**config.mk**
```make
export PLATFORM = sky130hd
export DESIGN_NAME = regfile_param
export DESIGN_NICKNAME = d
export VERILOG_FILES = /design/src/rtl/regfile_param.sv
export SDC_FILE = /design/constraint.sdc
export NUM_CORES = 1
export LEC_CHECK = 0
export CAP_MARGIN = 10
export CORE_MARGIN = 3
export CORE_UTILIZATION = 49
export DETAILED_ROUTE_END_ITERATION = 7
export GPL_TIMING_DRIVEN = 0
export PLACE_DENSITY = 0.75
export SLEW_MARGIN = 15
export SYNTH_ARGS = -nofsm -noshare
export SYNTH_HDL_FRONTEND = slang
export SYNTH_SLANG_ARGS = --single-unit
```
**constraint.sdc**
```tcl
create_clock -name clk -period 2.6 [get_ports clk]
set_input_delay 0.39 -clock clk [delete_from_list [all_inputs] [get_ports clk]]
set_output_delay 0.39 -clock clk [all_outputs]
set_load 0.01 [all_outputs]
```
**src/rtl/regfile_param.sv**
```systemverilog
// Parametrised register file: N_RD registered read ports, one write port, entry 0 hardwired to zero,
// and a sequencer that walks and clears the file. Define REGFILE_BYPASS_EN for same-cycle write-to-read forwarding.
module regfile_param #(
  parameter int DATA_W = 8,
  parameter int ADDR_W = 2,
  parameter int N_RD   = 2
) (
  input  logic                     clk,
  input  logic                     rst,
  input  logic [N_RD-1:0]          rd_en,
  input  logic [N_RD*ADDR_W-1:0]   rd_addr,
  output logic [N_RD*DATA_W-1:0]   rd_data,
  output logic [N_RD-1:0]          rd_valid,
  input  logic                     wr_en,
  input  logic [ADDR_W-1:0]        wr_addr,
  input  logic [DATA_W-1:0]        wr_data,
  input  logic                     clr_req,
  output logic                     clr_busy,
  output logic                     clr_done
);

  localparam int DEPTH = 1 << ADDR_W;

  typedef enum logic [1:0] {S_IDLE, S_CLEAR, S_DONE} state_t;

  state_t                   state_q, state_d;
  logic [ADDR_W-1:0]        idx_q, idx_d;
  logic [DATA_W-1:0]        mem_q [DEPTH];
  logic [DATA_W-1:0]        mem_d [DEPTH];
  logic [N_RD*DATA_W-1:0]   rd_data_q, rd_data_d;
  logic [N_RD-1:0]          rd_valid_q, rd_valid_d;
  logic                     clr_busy_q, clr_busy_d;
  logic                     clr_done_q, clr_done_d;
  logic                     wr_acc;
  logic [ADDR_W-1:0]        rd_a;

  always_comb begin
    wr_acc  = wr_en && (wr_addr != '0) && (state_q != S_CLEAR);
    state_d = state_q;
    idx_d   = idx_q;
    case (state_q)
      S_IDLE:  if (clr_req) begin
                 state_d = S_CLEAR;
                 idx_d   = ADDR_W'(1);
               end
      S_CLEAR: if (idx_q == ADDR_W'(DEPTH - 1)) state_d = S_DONE;
               else                             idx_d   = idx_q + 1'b1;
      S_DONE:  state_d = S_IDLE;
      default: state_d = S_IDLE;
    endcase
    // Status flags are registered so they line up with the state they describe.
    clr_busy_d = (state_d == S_CLEAR);
    clr_done_d = (state_d == S_DONE);

    mem_d = mem_q;
    if (wr_acc) mem_d[wr_addr] = wr_data;
    if (state_q == S_CLEAR) mem_d[idx_q] = '0;
    mem_d[0] = '0;

    rd_data_d  = rd_data_q;
    rd_valid_d = '0;
    rd_a       = '0;
    for (int p = 0; p < N_RD; p++) begin
      rd_a = rd_addr[p*ADDR_W +: ADDR_W];
      if (rd_en[p]) begin
        rd_valid_d[p] = 1'b1;
`ifdef REGFILE_BYPASS_EN
        if (wr_acc && (rd_a == wr_addr)) rd_data_d[p*DATA_W +: DATA_W] = wr_data;
        else                             rd_data_d[p*DATA_W +: DATA_W] = mem_q[rd_a];
`else
        rd_data_d[p*DATA_W +: DATA_W] = mem_q[rd_a];
`endif
      end
    end
  end

  always_ff @(posedge clk or posedge rst) begin
    if (rst) begin
      state_q    <= S_IDLE;
      idx_q      <= '0;
      rd_data_q  <= '0;
      rd_valid_q <= '0;
      clr_busy_q <= 1'b0;
      clr_done_q <= 1'b0;
      for (int i = 0; i < DEPTH; i++) mem_q[i] <= '0;
    end else begin
      state_q    <= state_d;
      idx_q      <= idx_d;
      rd_data_q  <= rd_data_d;
      rd_valid_q <= rd_valid_d;
      clr_busy_q <= clr_busy_d;
      clr_done_q <= clr_done_d;
      for (int i = 0; i < DEPTH; i++) mem_q[i] <= mem_d[i];
    end
  end

  assign rd_data  = rd_data_q;
  assign rd_valid = rd_valid_q;
  assign clr_busy = clr_busy_q;
  assign clr_done = clr_done_q;

endmodule

```
# Word level (Yosys, flattened, before mapping)
# Index checks and enable logic that the tools add are counted.
# word_totals
output_inout_bits,20
ff_bits,48
in_bits,20
elab_cells,59
# op_classes
order_cmp,6
addsub,1
reduce_logical,8
mux,21
bitwise_logic,6
eq_ne,7
# ops
cell,count
24-bit two-way mux,2
8-bit two-way mux,6
8-bit binary-select mux with 2-bit select,2
32-bit bitwise mux,1
8-bit demux with 2-bit select,2
24-bit AND,1
24-bit inverter,1
3-bit greater-or-equal comparator (second input constant),4
2-bit inverter with 3-bit output,4
2-bit two-way mux,4
2-bit one-hot mux with 2 select lines,2
3-bit by 1-bit less-than comparator with 1-bit output (second input constant),2
2-bit by 1-bit == test with 1-bit output (second input constant),2
2-bit == test (second input constant),2
1-bit logical AND,4
2-bit inequality test (second input constant),2
2-bit nonzero test,2
3-bit AND reduction,1
2-bit by 1-bit adder with 2-bit output (second input constant),1
2-bit zero test,1
1-bit two-way mux,2
2-bit by 1-bit inequality test with 1-bit output (second input constant),1

# Longest topological paths before layout
# Gate-level depths: netlist (run 1).
# logic_depth
word_depth,9
depth_mapped,5
mapped_depth_nobuf,5

# Worst setup path before layout (run 1)
# No wires, ideal clock.
# synth_timing
path_kind,flip-flop to flip-flop
from,reg idx_q[0]
to,reg idx_q[0]
setup_slack_ps,1230
setup_ps,126
stages_incl_launch_ff,5
arrival_ps,1244
n_path_buf,0
path_cell_list,dfrtp_1 > ha_1 > or3b_2 > o21ai_0 > a2bb2oi_1
# synth_via
elab_chain_len,3
elab_cells_between_ends,6
cone_classes,add/sub: 1; eq/ne: 2; mux: 2; reduce/logical: 1
# synth_lines
element,line_no,text
start: declaration,27,"logic [ADDR_W-1:0] idx_q, idx_d;"
start signal: assignment,88,idx_q <= idx_d;
2-bit by 1-bit adder with 2-bit output / 2-bit == test (equally long branches),"47, 46",
2-bit two-way mux / 2-bit inequality test (equally long branches),-,
2-bit one-hot mux with 2 select lines / 3-bit AND reduction (equally long branches),-,
# Several ways; a longest one is shown, not always the timed one. The select of a mux whose other input is x is not followed.
# A chain may end at the register's enable or synchronous reset.

# Worst setup path in the final report (run 1)
# layout_timing
from,"reg rd_data_q[7], in the netlist rd_data[7]"
to,out rd_data[7]
# layout_lines
element,line_no,text
start: declaration,30,"logic [N_RD*DATA_W-1:0] rd_data_q, rd_data_d;"
start signal: assignment,89,rd_data_q <= rd_data_d;
end: declaration,12,"output logic [N_RD*DATA_W-1:0] rd_data,"
# No word-level cell between the ends.

==> results.json, run 1 <==
{
  "status": "finished, final reports clean",
  "crit_fanout": 2,
  "synthDistinctLibCells": 26,
  "clk_pin_slew_ps": 90,
  "async_flop_share": 1.000,
  "crit_required_ps": 2210,
  "drtAntennaViolNets": 0,
  "hp-class": "in -> async",
  "synth_top_area_frac": 0.5252,
  "drive_gt1_frac": 0.1362,
  "grt_max_degree": 26,
  "cts.sinks": 48,
  "ios": 40,
  "cp_slowest_cell": "clkdlybuf4s50_1",
  "synth_area_leaders": "dfrtp_1 (53%), mux2i_1 (11%), mux2_2 (7.9%)",
  "fmax_ghz": 0.6348,
  "final-setup-viol-count": 0,
  "power_w": 0.002572,
  "skew_ps": 9.236,
  "cts_resized": 0,
  "grt_pass1_wl_mm": 7.803,
  "cts_htree_levels": 2,
  "p_clk_frac": 0.175,
  "clockBufferDepth": 2,
  "critPathKind": "reg -> out",
  "finalMaxSlewViolations": 0,
  "crit_path_end_kind": "output port",
  "avgSynthCellArea_um2": 10.74,
  "num_antenna_cells": 0,
  "area_growth_pct": 23.14,
  "irDropWorstVdd_mv": 0.4416,
  "row_count": 24,
  "fp.dieW_um": 74.32,
  "globalplace.congestion": 0.7637,
  "syn-num-nets": 236,
  "dpl.hpwl_mm": 3.342,
  "drtIter0Drc": 99,
  "fin_tns_setup_ps": 0,
  "fp.dieH_um": 74.32,
  "cap_viol_max_count": 0,
  "syn_area_mm2": 0.002287,
  "dieArea_mm2": 0.005523,
  "root_buffer": "clkbuf_8",
  "synth_edf_count": 0,
  "wl_mm": 4.569,
  "core_area_mm2": 0.004444,
  "grt_overflow": 0,
  "relSlewSlack": 0.6636,
  "ys.flop_type": "dfrtp_1",
  "rsz0062_at_grt": "no",
  "switching_share": 0.3336,
  "antenna_found_initial": 0,
  "p_sw_w": 0.0008582,
  "min_period_ps": 1575,
  "total_leakage_power_nw": 1.316,
  "cp_num_buf_inv": 1,
  "p_comb_frac": 0.363,
  "power.internal_w": 0.001714,
  "cts_setup_buffers": 0,
  "cts_buffers": 5,
  "cts_tree": "yes",
  "cp_data_arrival_time_ps": 1190,
  "yosysWarnings": 0,
  "viasPerCell": 5.343,
  "yosysSeqAreaShare": 0.5252,
  "final_hold_viol_count": 0,
  "dr.pass1.iters": 4,
  "synthCells": 213,
  "initial_core_util": 0.5146,
  "seq_power_share": 0.463,
  "fin_nets": 279,
  "vias": 1651,
  "tightestPinTransition_ps": 503.9,
  "wl_per_cell_um": 14.79,
  "clk_latency_ps": 290,
  "max_stage_delay_ps": 540,
  "fin_crit_sh": 0.6059,
  "p_per_area_mw_per_mm2": 913.2,
  "start_kind": "flip-flop",
  "port_buffers": 35,
  "drc": 0,
  "crit_chain": "clkdlybuf4s50_1",
  "synth-seq-cells": 48,
  "track_usage": 0.1864,
  "crit_family": "buffers and inverters",
  "hold_buffers": 0,
  "grt_pass1_vias": 1689,
  "yosys.area.top_type": "dfrtp_1"
}
-- synthesized netlist by cell type (2+ instances only) --
cell	number
a21oi_1	16
a22oi_1	15
buf_2	4
buf_4	2
clkbuf_1	6
dfrtp_1	48
ha_1	3
inv_1	15
mux2_2	16
mux2i_1	25
nand2_1	25
nand3b_1	4
nor2_1	20
nor2b_1	2
-- worst paths after layout --
kind                                   from          end  slack, ps  depth (start not counted)
worst max-delay path             rd_data[7]   rd_data[7]       1020                          1
worst min-delay path                    rst     clr_done        440                          2
worst max register to register     idx_q[0]     idx_q[0]       1130                          4
worst min register to register  rd_data[12]  rd_data[12]        530                          2
max in group asynchronous               rst    mem_q[18]       1650                          3
min in group clk                 rd_addr[2]  rd_data[14]        460                          3
-- metal layers --
metal | track usage | up-vias | wire length, µm
li1 | - | 813 | -
met1 | 0.2364 | 783 | 2032
met2 | 0.3169 | 43 | 2219
met3 | 0.03649 | 12 | 191
met4 | 0.06917 | 0 | 125
met5 | 0 | - | 0
-- registers in the layout, summed over array words and instances, names as in the netlist --
| signal | flops |
|---|---|
| clr_busy | 1 |
| clr_done | 1 |
| idx_q | 2 |
| mem_q | 24 |
| rd_data | 16 |
| rd_valid | 2 |
| state_q | 2 |
-- kinds of logic after synthesis --
logic type,share of synthesized area
adders and majority gates,0.01641
muxes,0.1882
buffers and inverters,0.05470
AOI/OAI and AO/OA,0.09574
DFF,0.5252
and+or+nand+nor,0.1198
-- per-stage QoR --
stage | worst slack [ps] | utilization | std cells | area [µm²] | hold slack, ps
finish | 1025 | 0.6337 | 309 | 2816 | 441.8
global placement | 150.0 | 0.6081 | 300 | 2703 | 498.7
CTS | 1013 | 0.6337 | 309 | 2816 | 446.9
detailed placement | 801.3 | 0.6126 | 301 | 2723 | 510.2
global route | 967.5 | 0.6337 | 309 | 2816 | 473.9
floorplan | 1066 | - | 213 | 2287 | 421.4
-- area by class of cell --
type	count	area (µm²)
repair buffers	36	370.4
inverters	15	56.30
clock inverters	1	7.507
flip-flops and latches	48	1201
well taps	52	65.06
plain buffers	13	68.82
clock buffers	7	86.33
fillers	382	1628
multi-input cells	137	960.9
-- placed cells by master, fill, tap and decap left out, drive strengths merged --
cell and n:
mux2 16, o22ai 1, nor2 20, a21oi 16, dfrtp 48, or3b 1
o21ai 1, a31oi 1, a22oi 15, and4b 1, mux2i 25, buf 8
nand3b 4, clkdlybuf4s50 35, and3b 1, nand2 25, inv 15, and2 1
ha 3, clkbuf 13, clkinvlp 1, nor3 1, a2bb2oi 1, nor2b 2
nand3 1, nand2b 1
-- power by group through the flow --
stage	clock network, W	registers (W)	logic [W]
final	0.000449	0.00119	0.000933
after global routing	0.000493	0.00123	0.00105
after CTS	0.000461	0.00119	0.000944
after detailed placement	0	0.00120	0.000935
after global placement	0	0.00120	0.000909
after floorplan	0	0.00119	0.000603
Note: power is estimated with default switching activity, not from simulation.
==> run 2: changes to the inputs <==
- CORE_UTILIZATION: 49 -> 47
- clock period: 2.6 -> 1.3 ns (I/O delays scaled with it)
==> run 2 against run 1 <==
- first-iteration DRC count is 22% higher
- via count is 3.6% higher
- the run now ends with setup timing left
- hold slack worse by 190 ps
==> results.json, run 2 (synthesis gave the netlist of run 1 again) <==
{
  "status": "complete, but fails checks",
  "violations": "setup timing",
  "dpl.cell_count": 313,
  "r2r_cells": 6,
  "setup_ws_ps": -7.222,
  "finalMaxSlewViolations": 0,
  "fill_cells": 377,
  "grt_overflow": 0,
  "final_hold_viol_count": 0,
  "dieArea_mm2": 0.005740,
  "p_comb_frac": 0.397,
  "grt_max_degree": 49,
  "min_period_ps": 1307,
  "mostFrequentLayoutCell": "dfrtp_1",
  "ios": 40,
  "hold_ws_ps": 247.8,
  "area_growth_pct": 28.50,
  "drive_gt1_frac": 0.2105,
  "num_antenna_cells": 0,
  "cts_htree_levels": 2,
  "vias": 1710,
  "drtIter0Drc": 121,
  "cts_buffers": 5,
  "drc": 0,
  "cts.sinks": 48,
  "layoutNonFillerInstCount": 331,
  "track_usage": 0.1872,
  "crit_path_end_kind": "flip-flop",
  "clk_pin_slew_ps": 90,
  "dpl.hpwl_mm": 3.351,
  "dr.pass1.iters": 5,
  "mostFrequentLayoutCells": "dfrtp_1 (47), mux2i_1 (25), nor2_1 (20), nand2_1 (20), dlygate4sd2_1 (20)",
  "p_sw_w": 0.001875,
  "tightestPinTransition_ps": 1014,
  "start_kind": "flip-flop",
  "seq_power_share": 0.433,
  "regMostFlops": "mem_q",
  "fp.dieH_um": 75.76,
  "initial_core_util": 0.5044,
  "globalplace.congestion": 0.8021,
  "irDropWorstVdd_mv": 1.178,
  "antenna_found_initial": 0,
  "cp_data_arrival_time_ps": 1530,
  "switching_share": 0.3379,
  "crit_required_ps": 1520,
  "hp-class": "in -> reg",
  "hold_depth": 3,
  "hold_buffers": 0,
  "largest_reg_flops": 24,
  "grt_pass1_vias": 1670,
  "wl_per_cell_um": 14.57,
  "skew_ps": 7.619,
  "row_count": 24,
  "fin_crit_sh": 1.006,
  "r2r-start": "idx_q[0]",
  "critPathKind": "reg -> reg",
  "viasPerCell": 5.166,
  "reg2reg_slack_ps": -7,
  "total_leakage_power_nw": 1.420,
  "multi_input_area_um2": 982.2,
  "drtAntennaViolNets": 0,
  "hold_start": "rd_addr[2]",
  "relSlewSlack": 0.3225,
  "core_area_mm2": 0.004534,
  "port_buffers": 35,
  "grt_pass1_wl_mm": 7.997,
  "clk_latency_ps": 310,
  "preCtsSetupSlack_ps": -340.6,
  "power.internal_w": 0.003674,
  "min_to": "rd_data[14]",
  "final-setup-viol-count": 2,
  "p_clk_frac": 0.170,
  "cap_viol_max_count": 0,
  "wl_mm": 4.822,
  "p_per_area_mw_per_mm2": 1888,
  "rsz0062_at_grt": "yes",
  "r2r-end": "mem_q[0]",
  "clockBufferDepth": 2,
  "root_buffer": "clkbuf_8",
  "worstSetupStartpoint": "idx_q[0]",
  "crit_fanout": 5,
  "fin_nets": 289,
  "fp.dieW_um": 75.76,
  "fmax_ghz": 0.7650,
  "cts_tree": "yes",
  "ff_latch_area_mm2": 0.001202
}
run 2: cell types whose count changed in the layout (fill, tap and decap cells not counted), sizes merged:
cell	previous run	this run
clkdlybuf4s50	35	15
dlygate4sd2	0	20
buf	8	18
inv	15	14
run 2: worst max-delay path, cell delays in order (launching register included):
cell and delay [ps]:
dfrtp_1 400, ha_2 210, buf_6 120, nand3b_1 150
buf_6 160, nand2_2 50, mux2i_1 130
run 2: power by group through the flow:
stage                     Combinational [W]  Clock, W  Sequential [W]
final                               0.00220  0.000945         0.00240
after global routing                0.00245   0.00103         0.00247
after CTS                           0.00191  0.000966         0.00240
after detailed placement            0.00186         0         0.00244
after global placement              0.00180         0         0.00241
after floorplan                     0.00121         0         0.00239
run 2: how the worst max path moves through the flow:
stage,endpoint
3_5_place_dp,rd_data[1]
2_1_floorplan,idx_q[0]
4_1_cts,rd_data[9]
5_1_grt,mem_q[0]
3_3_place_gp,rd_data[1]
6_report,mem_q[0]
run 2: per-layer routing:
layer  GRT usage  wire (µm)  vias up
met5           0          0        -
met4     0.07573         91        0
met3     0.03562        183        5
met2      0.3023       2374       45
met1      0.2473       2173      829
li1            -          -      831
run 2: stage by stage:
step	TNS, ps	total power, W	utilization	area [µm²]
floorplan	-31.55	0.003598	-	2293
global placement	-10630	0.004210	0.6010	2725
detailed placement	-11950	0.004296	0.6010	2725
CTS	0	0.005280	0.6278	2846
global route	-672.9	0.005951	0.6482	2939
finish	-9.380	0.005549	0.6482	2939
run 2: area by class of cell:
type                    instances  share of cell area
clock buffers                   7             0.03278
well taps                      65             0.02767
multi-input cells             137              0.3342
inverters                      15             0.02043
plain buffers                  13             0.02639
flip-flops and latches         48              0.4091
repair buffers                 46              0.1494
run 2: what timing repair did:
action / in CTS / in global routing
hold endpoints to repair: 0 / 0
setup endpoints to repair: 47 / 32
pin swaps: 2 / 6
resized for setup: 24 / 17
buffers inserted: 6 / 5
==> run 3: changes to the inputs <==
- CORE_UTILIZATION: 47 -> 49
- DONT_BUFFER_PORTS: unset -> 1
- PLACE_DENSITY: 0.75 -> 0.62
==> run 3 against run 2 <==
- sequential cell count unchanged
- global-route usage about the same
- highest routed layer unchanged
- largest power group unchanged
- combinational power down 18%
- the flow finishes with violations (hold timing, setup timing)
- first-iteration DRC count shrank 47%
- utilization decreased by 6.6 points
==> results.json, run 3 (synthesis gave the netlist of run 1 again) <==
{
  "relSlewSlack": 0.3510,
  "clk_pin_slew_ps": 80,
  "track_usage": 0.1868,
  "root_buffer": "clkbuf_8",
  "wl_per_cell_um": 16.88,
  "drc": 0,
  "fill_cells": 391,
  "core_area_mm2": 0.004444,
  "mostFrequentLayoutCell": "dfrtp_1",
  "dpl.cell_count": 265,
  "cts_tree": "yes",
  "dpl-instance-area_mm2": 0.002359,
  "cts_htree_levels": 2,
  "grt_pass1_vias": 1670,
  "min_period_ps": 1309,
  "drtAntennaViolNets": 0,
  "row_count": 24,
  "ios": 40,
  "grt_pass1_wl_mm": 7.852,
  "fin_nets": 256,
  "skew_ps": 3.802,
  "globalplace.congestion": 0.7804,
  "cts_buffers": 5,
  "grt_max_degree": 49,
  "cts.sinks": 48,
  "grt_overflow": 0,
  "fmax_ghz": 0.7637,
  "vias": 1574,
  "cap_viol_max_count": 0,
  "area_growth_pct": 13.07,
  "antenna_found_initial": 0,
  "hold_ws_ps": -38.46,
  "critPathKind": "reg -> reg",
  "clk_latency_ps": 300,
  "total_leakage_power_nw": 1.237,
  "viasPerCell": 5.503,
  "status": "complete, but fails checks",
  "wl_mm": 4.829,
  "crit_path_end_kind": "flip-flop",
  "final_hold_viol_count": 48,
  "crit_fanout": 6,
  "fp.dieH_um": 74.32,
  "initial_core_util": 0.5146,
  "finalMaxSlewViolations": 0,
  "setup_ws_ps": -9.337,
  "hp-class": "in -> async",
  "fin_crit_sh": 1.007,
  "final-setup-viol-count": 2,
  "regMostFlops": "mem_q",
  "rsz0062_at_grt": "yes",
  "largest_reg_flops": 24,
  "tightestPinTransition_ps": 971.4,
  "dieArea_mm2": 0.005523,
  "drtIter0Drc": 64,
  "violations": "hold timing, setup timing",
  "mostFrequentLayoutCells": "dfrtp_1 (47), mux2i_1 (25), nand2_1 (21), nor2_1 (20)",
  "port_buffers": 0,
  "crit_required_ps": 1520,
  "clockBufferDepth": 2,
  "fp.dieW_um": 74.32,
  "dr.pass1.iters": 4,
  "layoutNonFillerInstCount": 286,
  "start_kind": "flip-flop",
  "dpl.hpwl_mm": 3.392,
  "fin_area_mm2": 0.002586,
  "num_antenna_cells": 0,
  "p_per_area_mw_per_mm2": 2025,
  "irDropWorstVdd_mv": 1.098,
  "drive_gt1_frac": 0.2308,
  "cp_data_arrival_time_ps": 1530
}
-- run 3: cell count changes in the layout (fill, tap and decap cells not counted), moves of 2 or more --
| cell | previous run | this run |
|---|---|---|
| clkinv_2 | 0 | 2 |
| clkbuf_1 | 4 | 6 |
| clkbuf_2 | 2 | 0 |
| clkdlybuf4s50_1 | 15 | 0 |
| buf_6 | 7 | 5 |
| buf_4 | 7 | 9 |
| dlygate4sd3_1 | 0 | 2 |
| dlygate4sd2_1 | 20 | 0 |
-- run 3: power breakdown --
part | internal (W) | switching [W] | total [W]
clock network | 0.000425 | 0.000483 | 0.000908
registers | 0.00202 | 0.000500 | 0.00252
logic | 0.000943 | 0.000867 | 0.00181
total | 0.00339 | 0.00185 | 0.00524
-- run 3: final timing paths --
check                      startpoint  cells after the start  slack [ps]     endpoint
max                          idx_q[0]                      6          -9     mem_q[7]
min                               rst                      1         -40  rd_valid[1]
max reg2reg                  idx_q[0]                      6          -9     mem_q[7]
min reg2reg                  mem_q[2]                      2         550     mem_q[2]
max in group asynchronous         rst                      1         760   state_q[1]
min in group clk           wr_data[4]                      2          70     mem_q[4]
-- run 3: worst max-delay path, cell delays in order, from the launching register on --
cell and delay, ps:
dfrtp_1 430, ha_2 210, buf_6 120, nand3b_1 120, buf_6 150, nand2_1 60, mux2i_1 130
-- run 3: metrics by stage --
step	utilization	TNS [ps]	power, W	setup WS, ps	hold slack [ps]
after global placement	0.5307	-856.5	0.003904	-102.3	226.6
final	0.5819	-16.19	0.005236	-9.337	-38.46
after detailed placement	0.5307	-1557	0.004002	-178.1	226.6
after floorplan	-	-31.55	0.003598	-31.55	224.7
after global routing	0.5819	-860.7	0.005618	-72.31	43.09
after CTS	0.5678	0	0.005074	8.400	0.1897
-- run 3: what timing repair did --
| action | in CTS | in global routing |
|---|---|---|
| endpoints found under the hold margin | 2 | 0 |
| setup buffers | 6 | 5 |
| pin swaps | 2 | 3 |
| resized for setup | 4 | 9 |
| hold buffers | 2 | 0 |
| setup endpoints to repair | 24 | 26 |
-- run 3: final cells by class --
class,count,area (µm²),area share
Buffer,13,72.57,0.02806
Timing Repair Buffer,13,113.9,0.04403
Inverter,15,60.06,0.02322
Tap cell,52,65.06,0.02516
Sequential cell,48,1202,0.4649
Multi-Input combinational cell,137,979.7,0.3788
Clock inverter,2,10.01,0.003870
Clock buffer,6,82.58,0.03193
-- run 3: per-layer routing --
metal	up-vias	GRT usage	wire (µm)
li1	764	-	-
met1	769	0.2394	2120
met2	37	0.3169	2421
met3	4	0.04595	258
met4	0	0.05138	29
met5	-	0	0
